==> src/rtl/fetch_stage.sv <==
// IF stage of the RV32I pipeline: owns the fetch PC, drives instruction memory and
// registers the fetched word with its PC and PC+4 into the IF/ID pipeline register.
module fetch_stage #(
    parameter int unsigned      XLEN      = 32,
    parameter logic [XLEN-1:0]  RESET_PC  = '0,
    parameter logic [31:0]      NOP_INSTR = 32'h0000_0013
) (
    input  logic            clk,
    input  logic            rst,
    input  logic            stall_f,
    input  logic            stall_d,
    input  logic            flush_d,
    input  logic            pc_src_e,
    input  logic [XLEN-1:0] pc_target_e,
    output logic [XLEN-1:0] imem_addr,
    input  logic [31:0]     imem_rdata,
    output logic [XLEN-1:0] pc_f,
    output logic [31:0]     instr_d,
    output logic [XLEN-1:0] pc_d,
    output logic [XLEN-1:0] pc_plus4_d,
    output logic            valid_d
);

    localparam logic [XLEN-1:0] PC_STEP = XLEN'(4);

    logic [XLEN-1:0] pc_plus4_f;
    logic [XLEN-1:0] pc_target_aligned;

    // Plain XLEN-bit addition wraps modulo 2^XLEN, so 0xFFFFFFFC steps to 0.
    assign pc_plus4_f        = pc_f + PC_STEP;
    assign pc_target_aligned = {pc_target_e[XLEN-1:2], 2'b00};
    assign imem_addr         = pc_f;

    // NOTE: state registers use non-blocking assignments so every flop samples
    // pre-edge values, which lets the IF/ID register capture the old pc_f.
    always_ff @(posedge clk) begin
        if (rst) begin
            pc_f <= RESET_PC;
        end else if (pc_src_e) begin
            pc_f <= pc_target_aligned;
        end else if (!stall_f) begin
            pc_f <= pc_plus4_f;
        end
    end

    // A flush beats a stall so a redirect always kills the wrong-path word.
    always_ff @(posedge clk) begin
        if (rst || flush_d) begin
            instr_d    <= NOP_INSTR;
            pc_d       <= '0;
            pc_plus4_d <= '0;
            valid_d    <= 1'b0;
        end else if (!stall_d) begin
            instr_d    <= imem_rdata;
            pc_d       <= pc_f;
            pc_plus4_d <= pc_plus4_f;
            valid_d    <= 1'b1;
        end
    end

endmodule
==> config.mk <==
export PLATFORM = sky130hd
export DESIGN_NAME = fetch_stage
export DESIGN_NICKNAME = d
export VERILOG_FILES = /design/src/rtl/fetch_stage.sv
export SDC_FILE = /design/constraint.sdc
export NUM_CORES = 1
export LEC_CHECK = 0
export ABC_AREA = 1
export BUFFER_PORTS_ARGS = -buffer_cell sky130_fd_sc_hd__buf_2
export CAP_MARGIN = 40
export CORE_MARGIN = 3
export CORE_UTILIZATION = 50
export DETAILED_ROUTE_END_ITERATION = 8
export PLACE_DENSITY = 0.82
export SYNTH_ARGS = -nofsm -noshare
export SYNTH_HDL_FRONTEND = slang
export SYNTH_SLANG_ARGS = --single-unit
==> constraint.sdc <==
create_clock -name clk -period 4.5 [get_ports clk]
set_input_delay 0.45 -clock clk [delete_from_list [all_inputs] [get_ports clk]]
set_output_delay 0.45 -clock clk [all_outputs]
set_load 0.05 [all_outputs]
* Word level (Yosys, flattened, before mapping)
Index checks and enable logic that the tools add are counted.
** Operators by class
- Reductions and logical operators :: 2
- Multiplexer cells :: 2
- Add/sub/neg operators :: 1
- Eq/ne operators :: 1
** Operator list (number)
- $mux 32 :: 2
- $add 32x3->32 const B :: 1
- $ne 2x1->1 const B :: 1
- $reduce_or 2->1 :: 1
- $logic_or 1x1->1 :: 1
** Storage, ports and cells
- Input bits :: 70
- Output and inout port bits :: 161
- Flip-flop bits (word level) :: 129
- Logic and storage cells :: 12

* Longest topological paths before layout
Gate-level depths: netlist (run 1).
- Word-level depth :: 3
- Depth in mapped cells :: 10
- Depth with buffers taken out :: 10

* Worst setup path before layout (run 1)
Ideal clock, no wire load.
- Kind :: reg-to-reg
- Start point :: register pc_f[3], in the netlist imem_addr[3]
- End point :: register pc_plus4_d[28]
- Data required time :: 4.385 ns
- Arrival :: 1.793 ns
- Path buffers :: 0
- Period minus slack after synthesis :: 1.908 ns
- Path slack :: 2.592 ns
- Cell stages (with the launch flop) :: 11
- Library setup time :: 0.115 ns
- Cell sequence :: dfxtp_1 > ha_1 > nand2_1 > nor2_4 > nand2_4 > nor2_1 > nand2_1 > nand2_1 > nand2_1 > o21ai_0 > inv_1
** Between the ends
- Word-level cells in the longest chain between the ends :: 1
** RTL lines
- start, declared :: line 17 : output logic [XLEN-1:0] pc_f,
- start signal, assigned :: line 40 : pc_f <= pc_target_aligned;
- start signal, assigned :: line 42 : pc_f <= pc_plus4_f;
- $add 32x3->32 :: line 30 : assign pc_plus4_f = pc_f + PC_STEP;
- end signal, assigned :: line 56 : pc_plus4_d <= pc_plus4_f;
- end, declared :: line 20 : output logic [XLEN-1:0] pc_plus4_d,
No other way between the ends.
A chain may end at the register's enable or synchronous reset.

* Final worst setup path (run 1)
- Start point :: input port pc_src_e
- End point :: register pc_f[14], in the netlist imem_addr[14]
** Between the ends
- Word-level cells in the longest chain between the ends :: 1
- Elaborated cells between the ends (all ways) :: 2
- Classes of those cells :: 1 x eq/ne; 1 x mux
** RTL lines
- start, declared :: line 13 : input logic pc_src_e,
- $ne 2x1->1 (no line) or $mux 32 (tied branches)
Several ways; a longest one is shown, not always the timed one.

==> results of run 1 <==
power breakdown:
group	total, mW	internal (mW)	switching, mW
sequential	1.18	1.13	0.0433
clock	1.47	1.01	0.466
combinational	0.475	0.110	0.365
total	3.12	2.25	0.875
worst max-delay path, stage by stage:
cell and delay, ps:
buf_2 530, inv_1 90, nand2_1 440, inv_1 390, a22o_1 280, a21oi_1 110
nor2_1 50
through the flow:
stage               instance area [um2]  std cells  hold slack, ps  utilization
floorplan                          5680        818             563            -
global placement                   6550       1104             449        0.599
detailed placement                 6590       1106             452        0.602
CTS                                7220       1137             245        0.660
global route                       7220       1138             256        0.660
finish                             7220       1138             247        0.660
registers in the layout (all words and copies together), names as in the netlist:
name / flops
instr_d: 32
pc_plus4_d: 30
imem_addr: 30
pc_d: 30
valid_d: 1
cell families after synthesis:
kind of cell | after synthesis
AOI/OAI and AO/OA | 161
xor gates and xnor gates | 15
adders and majority gates | 1
buffers and inverters | 157
DFF | 123
other | 1
and+or+nand+nor | 353
cell type report:
class | instances | area, um2
multi-input cells | 538 | 2480
well taps | 140 | 175
inverters | 78 | 294
flip-flops and latches | 123 | 2460
clock inverters | 8 | 165
clock buffers | 23 | 468
fillers | 987 | 3710
diodes | 1 | 2.50
repair buffers | 227 | 1180
path summary, 6_finish.rpt:
path                                                    end                       from  cells after the start
worst max-delay path             imem_addr[14]$_SDFFE_PP0P_                   pc_src_e                      7
worst min-delay path                instr_d[0]$_SDFFE_PP1N_              imem_rdata[0]                      3
worst min register to register         pc_d[7]$_SDFFE_PP0N_       pc_d[7]$_SDFFE_PP0N_                      2
worst max register to register  pc_plus4_d[28]$_SDFFE_PP0N_  imem_addr[3]$_SDFFE_PP0P_                     10
synthesized netlist by cell type (all sizes together):
cell type,number
a21oi,83
ha,1
nand3b,1
conb,1
dfxtp,123
xnor2,4
clkbuf,27
a22o,6
o21ai,63
nor3,1
buf,52
xor2,11
nand2,233
inv,78
a31oi,7
and2,3
a21o,2
nor2,95
nand3,20
metal layers:
layer  share of wire  GRT usage  routed length (um)
met5               0          0                   0
met4           0.015     0.0665                 246
met3           0.072     0.0631                1180
met2            0.49      0.418                7990
met1            0.42      0.338                6930
placed cells by master, fill, tap and decap left out, types with 2 or more instances in the layout:
cell	count
a21oi_1	83
a21o_1	2
a22o_1	6
nor2_4	9
clkinv_2	4
clkbuf_8	2
nor2_2	3
clkbuf_1	4
nand2_1	228
inv_1	76
nand2_4	2
o21ai_1	2
xnor2_1	4
clkbuf_16	17
buf_4	5
a31oi_1	7
buf_12	2
nor2_1	83
o21ai_0	61
dfxtp_1	123
xor2_1	11
nand3_1	20
and2_1	3
buf_2	220
bufinv_16	5
nand2_2	3
conb_1	8
==> results.json, run 1 <==
{
  "std_cell_rows": 38,
  "worst_slack_ps": 2420,
  "fin_crit_sh": 0.463,
  "hpwl_um": 11500,
  "syn_avg_cell_area_um2": 6.97,
  "grt-ovfl-total": 0,
  "dp_slack_ps": 2030,
  "die_h_um": 112,
  "hp-class": "primary input to flip-flop",
  "fin_crit_ps": 2080,
  "required_ps": 4770,
  "path_class": "primary input to flip-flop",
  "drt_first_pass_iters": 7,
  "status": "completed",
  "antenna_found_initial": 1,
  "drive_above_1_share": 0.274,
  "tns_ps": 0,
  "yosysTopAreaCell": "dfxtp_1",
  "power_density_mw_per_mm2": 433,
  "drc_errors": 0,
  "cp-start-kind": "primary input",
  "drtIter0Drc": 416,
  "cts_tree": "done",
  "yosys.area_share.xor_xnor": 0.0232,
  "clkSinkCount": 123,
  "cts_max_level": 4,
  "syn_to_final_growth_pct": 27.7,
  "fin_worst_skew_ps": 12.0,
  "cap_viol_max_count": 0,
  "synth_area_leaders": "dfxtp_1, nand2_1, a21oi_1",
  "yosysSeqAreaShare": 0.435,
  "clock_path_buffers": 2,
  "via_per_inst": 4.93,
  "cts_hold_buf": 0,
  "synth-seq-cells": 123,
  "yosys_warnings": 0,
  "io_buffers": 220,
  "synth_top_family_by_area": "simple AND/OR/NAND/NOR gates",
  "end_kind": "flip-flop",
  "fmax_mhz": 480,
  "start_util": 0.517,
  "vias": 5606,
  "grt_max_degree": 73,
  "total_power_mw": 3.12,
  "tightest_slew_ps": 741,
  "cts_made_buffers": 17,
  "postSynthCellCount": 811,
  "wl_per_cell_um": 14.4,
  "rsz0062_at_grt": "false",
  "ant_nets": 0,
  "synth_fa_ha_area_frac": 0.00221,
  "max_slew_margin": 0.506,
  "ioPinCount": 231,
  "synth.cell_area_mm2": 0.00566,
  "yosys.area_share.simple": 0.258,
  "cts-resized-gates": 0,
  "worstPathMaxFanout": 33,
  "grt_pass1_wl_um": 26100,
  "die_w_um": 112,
  "cp.arrival_ps": 2350,
  "core_mm2": 0.0109,
  "layout.nets": 1056,
  "synth_compound_area_frac": 0.149,
  "die_area_mm2": 0.0126,
  "drt_wl_total_um": 16300,
  "finalWeightedCongestion": 0.900,
  "cts.root.buffer_cell": "clkbuf_16",
  "slew_violations": 0,
  "worst_ir_drop_vdd_uv": 355,
  "synthMuxAreaShare": 0,
  "clk_latency_ps": 410,
  "p_leak_nw": 3.68,
  "clk_pin_slew_ps": 60,
  "rrSetupSlack_ps": 2680,
  "synth_top_area_frac": 0.435,
  "setup_viol": 0,
  "grt_pass1_vias": 5129,
  "synth_cell_types": 27,
  "track_usage": 0.255,
  "hold_violations": 0,
  "post_cts.repair.setup_buffers": 0
}
Power figures use the tool's default switching activity.
==> run 2, diff against run 1 <==
==> config.mk (replaced) <==
export PLATFORM = sky130hd
export DESIGN_NAME = fetch_stage
export DESIGN_NICKNAME = d
export VERILOG_FILES = /design/src/rtl/fetch_stage.sv
export SDC_FILE = /design/constraint.sdc
export NUM_CORES = 1
export LEC_CHECK = 0
export ABC_AREA = 0
export BUFFER_PORTS_ARGS = -buffer_cell sky130_fd_sc_hd__buf_2
export CAP_MARGIN = 40
export CORE_MARGIN = 3
export CORE_UTILIZATION = 49
export DETAILED_ROUTE_END_ITERATION = 8
export PLACE_DENSITY = 0.81
export SYNTH_ARGS = -nofsm -noshare
export SYNTH_HDL_FRONTEND = slang
export SYNTH_SLANG_ARGS = --single-unit
==> constraint.sdc (replaced) <==
create_clock -name clk -period 2.1 [get_ports clk]
set_input_delay 0.21 -clock clk [delete_from_list [all_inputs] [get_ports clk]]
set_output_delay 0.21 -clock clk [all_outputs]
set_load 0.05 [all_outputs]
==> run 2 against run 1 <==
Count of clock-buffer cells in the layout unchanged; largest power group unchanged; largest cell class unchanged; worst setup slack got worse by 2400 ps; combinational power increased by 150%.
==> results.json, run 2 <==
{
  "status": "completed",
  "start_util": 0.516,
  "max_slew_margin": 0.654,
  "end_kind": "flip-flop",
  "drt_first_pass_iters": 5,
  "postSynthCellCount": 655,
  "drive_above_1_share": 0.404,
  "grt_max_degree": 71,
  "layout.nets": 920,
  "final_cell_mix": "buf_2, dfxtp_1, nor2_1, mux2i_1, buf_4",
  "via_per_inst": 5.51,
  "r2r_end": "imem_addr[29]$_SDFFE_PP0P_",
  "std_cell_rows": 38,
  "hpwl_um": 12100,
  "drc_errors": 0,
  "clkSinkCount": 123,
  "synth-async-reset-ratio": 0,
  "yosysMostFrequentCell": "dfxtp_1",
  "cap_viol_max_count": 0,
  "power_density_mw_per_mm2": 868,
  "regMostFlops": "instr_d",
  "cts_hold_buf": 0,
  "die_w_um": 114,
  "layoutNonFillerInstCount": 1003,
  "cts_tree": "done",
  "synth-seq-cells": 123,
  "hold_violations": 0,
  "yosysSeqAreaShare": 0.429,
  "grt-ovfl-total": 0,
  "die_area_mm2": 0.0130,
  "clk_pin_slew_ps": 60,
  "ant_nets": 0,
  "die_h_um": 114,
  "io_buffers": 220,
  "total_power_mw": 6.64,
  "cts_max_level": 4,
  "syn_avg_cell_area_um2": 8.76,
  "drt_wl_total_um": 17100,
  "yosysTopAreaCell": "dfxtp_1",
  "crit-reg2reg-launch": "imem_addr[17]$_SDFFE_PP0P_",
  "setup_viol": 0,
  "power.internal_mw": 4.67,
  "tightest_slew_ps": 518,
  "largest_register_ffs": 32,
  "drtIter0Drc": 484,
  "synth_area_leaders": "dfxtp_1, mux2i_1, nor2_1",
  "fmax_mhz": 483,
  "cp-start-kind": "flip-flop",
  "hp-class": "primary input to flip-flop",
  "clock_power_share": 0.444,
  "syn_to_final_growth_pct": 33.3,
  "layout_commonest_cell": "buf_2",
  "cts.root.buffer_cell": "clkbuf_16",
  "synth_ff_type": "dfxtp_1",
  "ioPinCount": 231,
  "slowest_delay_ps": 500,
  "synth_top_area_frac": 0.429,
  "fin_worst_skew_ps": 12.0,
  "core_mm2": 0.0111,
  "track_usage": 0.250,
  "cp_slowest_cell": "or4_4",
  "synth_edf_count": 0,
  "cts_made_buffers": 17,
  "antenna_found_initial": 1,
  "synth_cell_types": 44,
  "worst_ir_drop_vdd_uv": 494,
  "grt_pass1_wl_um": 26100,
  "combinationalPowerShare": 0.177,
  "yosys_warnings": 0,
  "slew_violations": 0,
  "timing.hold.ws_ps": 10.7,
  "clock_path_buffers": 2,
  "hold-path-endpoint": "instr_d[4]$_SDFFE_PP1N_",
  "reg2reg_depth": 5,
  "min-delay-start": "imem_rdata[4]",
  "clk_latency_ps": 420,
  "path_cells": "nand4_1 > buf_4 > or4_4 > or4_1 > a311oi_1",
  "post-place-cells": 960,
  "finalWeightedCongestion": 0.865,
  "rrSetupSlack_ps": 30,
  "cp.arrival_ps": 2390,
  "switching_share": 0.297,
  "rsz0062_at_grt": "true",
  "required_ps": 2420,
  "vias": 5525,
  "worstPathMaxFanout": 8,
  "fin_crit_sh": 0.986,
  "synth_common_cells": "dfxtp_1, nor2_1, mux2i_1",
  "worstHoldPathCells": 3,
  "path_class": "flip-flop to flip-flop",
  "p_seq_frac": 0.380,
  "synth.cell_area_mm2": 0.00574,
  "wl_per_cell_um": 17.0,
  "p_sw_mw": 1.97,
  "grt_pass1_vias": 5285,
  "fin_crit_ps": 2070,
  "p_leak_nw": 3.47
}
## run 2: logic make-up (layout without fill, tap and decap cells)
group | after synthesis | in the layout | share of synthesized area
simple gates | 222 | 223 | 0.196
buf+inv | 107 | 306 | 0.101
xor+xnor | 21 | 21 | 0.0321
flops | 123 | 123 | 0.429
other cells | 1 | 9 | 0.000654
mux | 61 | 61 | 0.106
compound gates | 119 | 119 | 0.132
fa+ha+maj | 1 | 1 | 0.00218
## run 2: final cells by class
class	instances	area (um2)
antenna	1	2.50
clock buffer	23	499
sequential	123	2530
clock inverter	9	110
inverter	8	30.0
timing repair buffer	266	1500
multi-input combinational	433	2800
fill	888	3480
tap	140	175
## run 2: worst max-delay path by stage
stage,from,endpoint,slack (ps),cells after the start
global route,imem_addr[25]$_SDFFE_PP0P_,imem_addr[31]$_SDFFE_PP0P_,-20,4
global placement,imem_addr[3]$_SDFFE_PP0P_,imem_addr[26]$_SDFFE_PP0P_,50,5
CTS,imem_addr[17]$_SDFFE_PP0P_,imem_addr[25]$_SDFFE_PP0P_,8,5
detailed placement,imem_addr[17]$_SDFFE_PP0P_,imem_addr[25]$_SDFFE_PP0P_,10,5
floorplan,imem_addr[2]$_SDFFE_PP0P_,imem_addr[26]$_SDFFE_PP0P_,-20,6
finish,imem_addr[17]$_SDFFE_PP0P_,imem_addr[29]$_SDFFE_PP0P_,30,5
## run 2: power groups by stage
stage / sequential, mW / combinational, mW / clock, mW
after floorplan: 2.88 / 0.571 / 0
final: 2.52 / 1.17 / 2.95
after global routing: 2.53 / 1.24 / 3.10
after global placement: 2.56 / 1.12 / 0
after detailed placement: 2.57 / 1.14 / 0
after CTS: 2.52 / 1.15 / 2.98
## run 2: through the flow
step | TNS, ps | util | setup slack (ps) | cell area [um2]
3_3_place_gp | 0 | 0.618 | 54.8 | 6870
2_1_floorplan | -19.8 | - | -19.8 | 5840
4_1_cts | 0 | 0.675 | 8.43 | 7510
5_1_grt | -49.6 | 0.687 | -18.8 | 7650
6_report | 0 | 0.687 | 29.1 | 7650
3_5_place_dp | 0 | 0.620 | 11.4 | 6890
## run 2: what timing repair did
| action | CTS | global route |
|---|---|---|
| buffers inserted | 0 | 9 |
| endpoints found under the hold margin | 0 | 0 |
| pin swaps | 0 | 4 |
| endpoints found under the setup margin | 1 | 5 |
| gates cloned | 0 | 1 |
| resized for setup | 1 | 12 |
## run 2: critical path, delay by kind of cell (launching register included)
kind / cells / cell delay, ps
flops: 1 / 390
compound gates: 1 / 250
simple gates: 3 / 1120
buf+inv: 1 / 210
## run 2: per-layer routing
layer / wire length, um / GRT usage
met1: 6830 / 0.308
met5: 0 / 0
met2: 8270 / 0.408
met4: 510 / 0.113
met3: 1490 / 0.0682
==> run 3, diff against run 2 <==
--- a/config.mk
+++ b/config.mk
@@ -9,9 +9,9 @@
 export BUFFER_PORTS_ARGS = -buffer_cell sky130_fd_sc_hd__buf_2
 export CAP_MARGIN = 40
 export CORE_MARGIN = 3
-export CORE_UTILIZATION = 49
+export CORE_UTILIZATION = 50
 export DETAILED_ROUTE_END_ITERATION = 8
-export PLACE_DENSITY = 0.81
+export PLACE_DENSITY = 0.82
 export SYNTH_ARGS = -nofsm -noshare
 export SYNTH_HDL_FRONTEND = slang
 export SYNTH_SLANG_ARGS = --single-unit
==> constraint.sdc (replaced) <==
create_clock -name clk -period 2.65 [get_ports clk]
set_input_delay 0.265 -clock clk [delete_from_list [all_inputs] [get_ports clk]]
set_output_delay 0.265 -clock clk [all_outputs]
set_load 0.05 [all_outputs]
==> run 3 against run 2 <==
Sequential share of layout area increased by 0.48 points; maximum frequency decreased by 14%; final cell count decreased by 2.2%; critical path type unchanged; count of clock-buffer cells in the layout decreased by 4; largest cell class unchanged; highest routed layer unchanged.
==> results.json, run 3 (synthesized netlist as in run 2, its figures left out) <==
{
  "status": "completed",
  "cts_hold_buf": 0,
  "switching_share": 0.295,
  "hpwl_um": 11500,
  "vias": 5350,
  "worstPathMaxFanout": 10,
  "cts_made_buffers": 17,
  "combinationalPowerShare": 0.165,
  "clk_pin_slew_ps": 60,
  "die_w_um": 113,
  "crit_path_start": "imem_addr[2]$_SDFFE_PP0P_",
  "start_util": 0.520,
  "drive_above_1_share": 0.346,
  "tightest_slew_ps": 675,
  "layoutNonFillerInstCount": 981,
  "clkSinkCount": 123,
  "cts_tree": "done",
  "core_mm2": 0.0110,
  "cts.root.buffer_cell": "clkbuf_16",
  "crit-reg2reg-launch": "imem_addr[2]$_SDFFE_PP0P_",
  "timing.hold.ws_ps": 78.9,
  "p_leak_nw": 3.34,
  "total_power_mw": 5.34,
  "grt-ovfl-total": 0,
  "drt_wl_total_um": 16200,
  "dp_slack_ps": 281,
  "worst_slack_ps": 255,
  "std_cell_rows": 38,
  "finalWeightedCongestion": 0.898,
  "drt_first_pass_iters": 5,
  "n_antenna_cell": 0,
  "worst_ir_drop_vdd_uv": 615,
  "postPlaceCellArea_mm2": 0.00671,
  "largest_register_ffs": 32,
  "grt_max_degree": 71,
  "end_kind": "flip-flop",
  "syn_to_final_growth_pct": 28.1,
  "cp-start-kind": "flip-flop",
  "drc_errors": 0,
  "rsz0062_at_grt": "false",
  "ant_nets": 0,
  "path_class": "flip-flop to flip-flop",
  "hold_violations": 0,
  "power.internal_mw": 3.77,
  "setup_viol": 0,
  "clk_latency_ps": 410,
  "power_density_mw_per_mm2": 727,
  "cts_max_level": 4,
  "hp-class": "primary input to flip-flop",
  "max_slew_margin": 0.550,
  "fin_crit_sh": 0.904,
  "grt_pass1_vias": 4877,
  "slew_violations": 0,
  "rrSetupSlack_ps": 250,
  "finalInstanceArea_mm2": 0.00734,
  "fmax_mhz": 417,
  "fin_crit_ps": 2400,
  "clock_path_buffers": 2,
  "cts-resized-gates": 0,
  "grt_pass1_wl_um": 25500,
  "die_h_um": 113,
  "antenna_found_initial": 0,
  "post_cts.repair.setup_buffers": 0,
  "via_per_inst": 5.45,
  "required_ps": 2970,
  "track_usage": 0.249,
  "clock_power_share": 0.459,
  "io_buffers": 220,
  "ioPinCount": 231,
  "post-place-cells": 949,
  "layout.nets": 899,
  "utilization": 0.666,
  "tns_ps": 0,
  "min-delay-start": "imem_rdata[1]",
  "drtIter0Drc": 372,
  "die_area_mm2": 0.0128,
  "p_sw_mw": 1.57,
  "layout_commonest_cell": "buf_2",
  "fin_worst_skew_ps": 6.52,
  "wl_per_cell_um": 16.5,
  "cap_viol_max_count": 0,
  "cp.arrival_ps": 2720,
  "final_cell_mix": "buf_2, dfxtp_1, nor2_1, mux2i_1, o21ai_0",
  "regMostFlops": "instr_d",
  "p_seq_frac": 0.376
}
==> run 3: cell types whose count changed in the layout (fill, tap and decap cells not counted), moves of 3 or more <==
cell and delta:
dfxtp_2 -13, buf_4 -17, dfxtp_1 +26, clkinvlp_4 +3, dfxtp_4 -13, a311oi_1 +4, a311oi_2 -4
==> run 3: path summary, 6_finish.rpt <==
path	end	cells after the start
setup / recovery	imem_addr[26]$_SDFFE_PP0P_	5
hold / removal	instr_d[1]$_SDFFE_PP1N_	3
setup reg to reg	imem_addr[26]$_SDFFE_PP0P_	5
hold reg to reg	pc_d[24]$_SDFFE_PP0N_	2
==> run 3: area by class of cell <==
type | count | area, um2
fillers | 929 | 3690
multi-input cells | 432 | 2720
flip-flops and latches | 123 | 2460
repair buffers | 246 | 1320
clock buffers | 19 | 443
clock inverters | 13 | 191
well taps | 140 | 175
inverters | 8 | 30.0
==> run 3: layer usage <==
metal / vias up / global-route usage / share of wire
met5: - / 0 / 0
met4: 0 / 0.0833 / 0.022
met3: 29 / 0.0594 / 0.078
met1: 2479 / 0.325 / 0.43
li1: 2619 / - / -
met2: 223 / 0.405 / 0.47
==> run 3: critical path: stages (launching register included) <==
cell and delay (ps):
dfxtp_1 450, ha_1 310, nand4b_4 200, or3_1 560, or4_1 540, a311oi_1 240
==> run 3: power groups by stage <==
stage               clock (mW)  combinational [mW]  sequential [mW]
floorplan                    0               0.450             2.28
global placement             0               0.872             2.04
detailed placement           0               0.879             2.04
CTS                       2.48               0.884             2.00
global route              2.57               0.934             2.02
finish                    2.45               0.882             2.01
